File: src/rtl/byte_unstriping_nlane.sv
// N-lane byte un-striper: per-lane FIFOs absorb lane skew, a round-robin reader restores word order.
// Define UNSTRIPE_ERR_EN to add the sticky overflow_err flags and the out_lane source tag.
module byte_unstriping_nlane #(
    parameter int NUM_LANES = 4,
    parameter int WIDTH     = 32,
    parameter int DEPTH     = 4
) (
    input  logic                           clk,
    input  logic                           reset,
    input  logic [NUM_LANES-1:0]           valid_in,
    input  logic [NUM_LANES*WIDTH-1:0]     lane_in,
    output logic [NUM_LANES-1:0]           lane_ready,
    input  logic                           align,
    input  logic                           out_ready,
    output logic [WIDTH-1:0]               data_out,
    output logic                           valid_out
`ifdef UNSTRIPE_ERR_EN
    ,
    output logic [NUM_LANES-1:0]           overflow_err,
    output logic [$clog2(NUM_LANES)-1:0]   out_lane
`endif
);

    localparam int AW = $clog2(DEPTH);
    localparam int LW = $clog2(NUM_LANES);
    localparam logic [AW:0]   FULL_COUNT = (AW+1)'(DEPTH);
    localparam logic [LW-1:0] LAST_LANE  = LW'(NUM_LANES - 1);

    logic [WIDTH-1:0] mem    [NUM_LANES][DEPTH];
    logic [AW-1:0]    wr_ptr [NUM_LANES];
    logic [AW-1:0]    rd_ptr [NUM_LANES];
    logic [AW:0]      count  [NUM_LANES];
    logic [LW-1:0]    rr;

    logic [NUM_LANES-1:0] push;
    logic [NUM_LANES-1:0] pop;
    logic                 head_valid;
    logic                 load;
    logic                 flush;

    // lane_ready looks only at the pre-edge count, so a same-cycle pop never frees room for a push
    always_comb begin
        flush = reset || align;
        for (int i = 0; i < NUM_LANES; i++) begin
            lane_ready[i] = (count[i] != FULL_COUNT);
        end
        push       = valid_in & lane_ready & {NUM_LANES{~flush}};
        head_valid = (count[rr] != '0);
        load       = head_valid && (!valid_out || out_ready);
        pop        = '0;
        if (load) begin
            pop[rr] = 1'b1;
        end
    end

    always_ff @(posedge clk) begin
        for (int i = 0; i < NUM_LANES; i++) begin
            if (push[i]) begin
                mem[i][wr_ptr[i]] <= lane_in[i*WIDTH +: WIDTH];
            end
        end
    end

    always_ff @(posedge clk) begin
        if (flush) begin
            for (int i = 0; i < NUM_LANES; i++) begin
                wr_ptr[i] <= '0;
                rd_ptr[i] <= '0;
                count[i]  <= '0;
            end
            rr        <= '0;
            valid_out <= 1'b0;
            data_out  <= '0;
        end else begin
            for (int i = 0; i < NUM_LANES; i++) begin
                if (push[i]) begin
                    wr_ptr[i] <= wr_ptr[i] + 1'b1;
                end
                if (pop[i]) begin
                    rd_ptr[i] <= rd_ptr[i] + 1'b1;
                end
                if (push[i] && !pop[i]) begin
                    count[i] <= count[i] + 1'b1;
                end else if (pop[i] && !push[i]) begin
                    count[i] <= count[i] - 1'b1;
                end
            end
            // Strict ordering: rr only advances on a load, so an empty head lane stalls the output
            if (load) begin
                data_out  <= mem[rr][rd_ptr[rr]];
                valid_out <= 1'b1;
                rr        <= (rr == LAST_LANE) ? '0 : rr + 1'b1;
            end else if (out_ready) begin
                valid_out <= 1'b0;
            end
        end
    end

`ifdef UNSTRIPE_ERR_EN
    always_ff @(posedge clk) begin
        if (flush) begin
            overflow_err <= '0;
            out_lane     <= '0;
        end else begin
            overflow_err <= overflow_err | (valid_in & ~lane_ready);
            if (load) begin
                out_lane <= rr;
            end
        end
    end
`endif

endmodule

File: config.mk
export PLATFORM = sky130hd
export DESIGN_NAME = byte_unstriping_nlane
export DESIGN_NICKNAME = d
export VERILOG_FILES = /design/src/rtl/byte_unstriping_nlane.sv
export SDC_FILE = /design/constraint.sdc
export NUM_CORES = 1
export LEC_CHECK = 0
export ABC_AREA = 1
export ABC_CLOCK_PERIOD_IN_PS = 5700
export CAP_MARGIN = 20
export CORE_UTILIZATION = 45
export CTS_CLUSTER_SIZE = 25
export DETAILED_ROUTE_END_ITERATION = 6
export HOLD_SLACK_MARGIN = 0.15
export PLACE_DENSITY = 0.76
export SYNTH_ARGS = -nofsm -noshare
export SYNTH_HDL_FRONTEND = slang
export SYNTH_SLANG_ARGS = --single-unit
File: constraint.sdc
create_clock -name clk -period 5.7 [get_ports clk]
set_input_delay 0.855 -clock clk [delete_from_list [all_inputs] [get_ports clk]]
set_output_delay 0.855 -clock clk [all_outputs]
set_load 0.02 [all_outputs]
==> results.md <==
* Total nets after synthesis at 2,341
* Fin. Hold Viols at 0
* Unique masters post-synth at 26
* TritonCTS clock tree: yes
* I/O pin total at 173
* Row Count at 84
* Mapped cell area at 0.0239 sq mm
* DR iter-0 viols at 2,085
* Final worst-path cycle share at 69.0%
* Crit path DAT at 4.44 ns
* CP Data Required Time at 6.20 ns
* Status: completed
* Post-route ant nets at 0
* Combinational share of power at 19.1%
* Highest clock rate at 254 MHz
* Crit path time final at 3.93 ns
* DIE WIDTH at 232 um
* Area Overhead vs Synth at 19.0%
* Final Power at 10.7 mW
* Via count at 16,700
* Wirelength, routed at 64,200 um
* Root Driver: clkbuf_16
* Seq pwr share at 45.7%
* Clock buffer depth at 3
* H-Tree Depth at 2
* Fraction of layout cells with a size suffix above 1 at 6.17%
* Max_cap viols at 0
* Non-filler cells, final at 3,054
* Total die area at 0.0540 sq mm
* Max_slew headroom at 26.9%
* Initial antenna violation count at 1
* Worst-path maximum fanout at 151
* Util after Layout at 54.2%
* DPL Wire Length at 41,500 um
* Post-DR wirelength/cell at 21.0 um
* P_leak at 10.8 nW
* Pwr dens at 376 mW/mm^2
* Crit Path Class: reg -> reg
* Diode count at 0
* Sw frac at 29.0%
* CTS resizes at 0
* Via/cell ratio at 5.47
* RSZ-0062 raised after global routing: no
* Syn Area/Cell at 11.0 sq um
* DRC at 0
* FF+latch count, synth at 577
* Final GP Congestion at 0.852
* Largest net degree at the start of global routing at 152
* DRT Pass-1 Iters at 5
* Sequential area share after synthesis at 71.0%
* Peak VDD IR at 0.000256 V
* Synthesis warning total at 0
* Pint at 7.59 mW
* IO buf count at 172
* Initial Utilization at 45.5%
* Latest clock arrival within the worst-skew pair at 0.61 ns
* First-pass GRT wire length at 96,900 um
* Chip height at 232 um
* Setup violators final at 0
* Setup Fix Bufs, Post-CTS at 0
* CTS Hold Bufs at 0
* Sw Pwr at 3.10 mW
* Min Hold Slack at 0.549 ns
* Final #Nets at 2,480
* CP Launch Type: flip-flop
* Syn Inst Count at 2,179
* Vias in the first global route at 16,400
* TritonCTS buffer count at 56
* Clock power share at 35.2%
* HP Class: reg -> reg
* Setup TNS at 0 ns
* Core box area at 0.0524 sq mm
* GRT overflow at 0
* CTS clock-pin slew for the worst setup and hold paths at 0.06 ns
* GRT Overall Usage at 24.0%
* Setup Skew at 0.0160 ns
* Clock sinks at 577
* Worst-Margin Slew at 1.10 ns
* Placed Cells at 2,946
* Slew Limit Fails at 0
* CP endpoint kind: flip-flop
## registers in the layout, indices dropped and copies added, names as in the netlist, named ones only
| register | cells |
|---|---|
| data_out | 32 |
| rd_ptr | 8 |
| count | 12 |
| rr | 2 |
| wr_ptr | 8 |
| mem | 512 |
| valid_out | 1 |
## critical path: stages, from the launching register on
cell     delay, ns
dfxtp_4       0.77
inv_8         0.38
nand2_1       0.19
nand2_1       0.06
nand2_1       0.10
nand2_4       0.51
inv_2         0.57
buf_4         0.58
nand2_1       0.16
nand3_1       0.13
nand3_1       0.09
nand2_1       0.08
inv_1         0.03
## logic make-up (layout without fill, tap and decap cells)
family / Yosys count / in the layout / synth area share [%]
DFF: 577 / 577 / 71.0
AOI/OAI and AO/OA: 12 / 12 / 0.251
adders and majority gates: 26 / 26 / 1.46
xor gates and xnor gates: 9 / 9 / 0.330
buffers and inverters: 213 / 400 / 3.86
and+or+nand+nor: 1342 / 1342 / 23.1
## power by group through the flow
stage / logic [mW] / clock network [mW] / registers [mW]
2_1_floorplan: 1.29 / 0 / 4.96
3_3_place_gp: 1.94 / 0 / 4.96
3_5_place_dp: 2.00 / 0 / 4.97
4_1_cts: 2.02 / 3.79 / 4.88
5_1_grt: 2.25 / 3.95 / 4.89
6_report: 2.05 / 3.76 / 4.88
## worst paths after layout
path,from,endpoint,slack (ns),depth (start not counted)
max,flip-flop,data_out[23],1.77,12
min,rr[1],flip-flop,0.55,2
max reg2reg,flip-flop,data_out[23],1.77,12
min reg2reg,rr[1],flip-flop,0.55,2
## layout by cell type, fill, tap and decap left out, drive strengths merged
master and count:
ha 23, inv 97, o21ai 9, fa 3, clkbuf 76, nand3b 1, nand4 1, dfxtp 37
or2 1, clkdlybuf4s50 172, bufinv 6, xnor2 4, nand3 363, xor2 5, edfxtp 540, a21oi 3
nor3 1, clkinvlp 5, nand2 857, clkinv 17, nor2 118, buf 27
## layer usage
| layer | vias to the layer above | track usage [%] | wire length [um] |
|---|---|---|---|
| met5 | - | 0 | 0 |
| met4 | 0 | 7.03 | 1550 |
| met3 | 116 | 4.83 | 6300 |
| met2 | 895 | 39.9 | 31400 |
| met1 | 8073 | 31.9 | 25000 |
| li1 | 7623 | - | - |
## layout make-up
class,count,area (sq um)
clock inverter,30,323
multi-input combinational,1389,6130
inverter,95,367
timing repair buffer,199,2230
sequential,577,17000
tap,688,861
clock buffer,76,1550
fill,4238,24000
## metrics by stage
step | setup slack, ns | area [sq um]
6_report | 1.77 | 28400
5_1_grt | 1.55 | 28400
3_3_place_gp | 1.64 | 26100
4_1_cts | 1.59 | 28400
2_1_floorplan | 2.31 | 23900
3_5_place_dp | 1.62 | 26500
## Yosys cell counts
cell type  number  area, sq um
inv_1          90          338
dfxtp_1        37          741
ha_1           23          288
o21ai_1         3         15.0
xor2_1          5         43.8
nand3b_1        1         7.51
xnor2_1         4         35.0
nand2_4         1         11.3
edfxtp_1      540        16200
o21ai_0         6         30.0
a21oi_1         3         15.0
nor2_1        118          443
nand3_1       363         1820
buf_1           4         15.0
nand2_1       855         3210
clkbuf_1       32          120
nor3_2          1         10.0
clkbuf_2        1         5.00
inv_2           5         18.8
or2_2           1         6.26
fa_1            3         60.1
nand2_2         1         6.26
buf_4           3         22.5
nand4_1         1         6.26
buf_6           2         22.5
buf_2          76          380
Power figures use the tool's default switching activity.
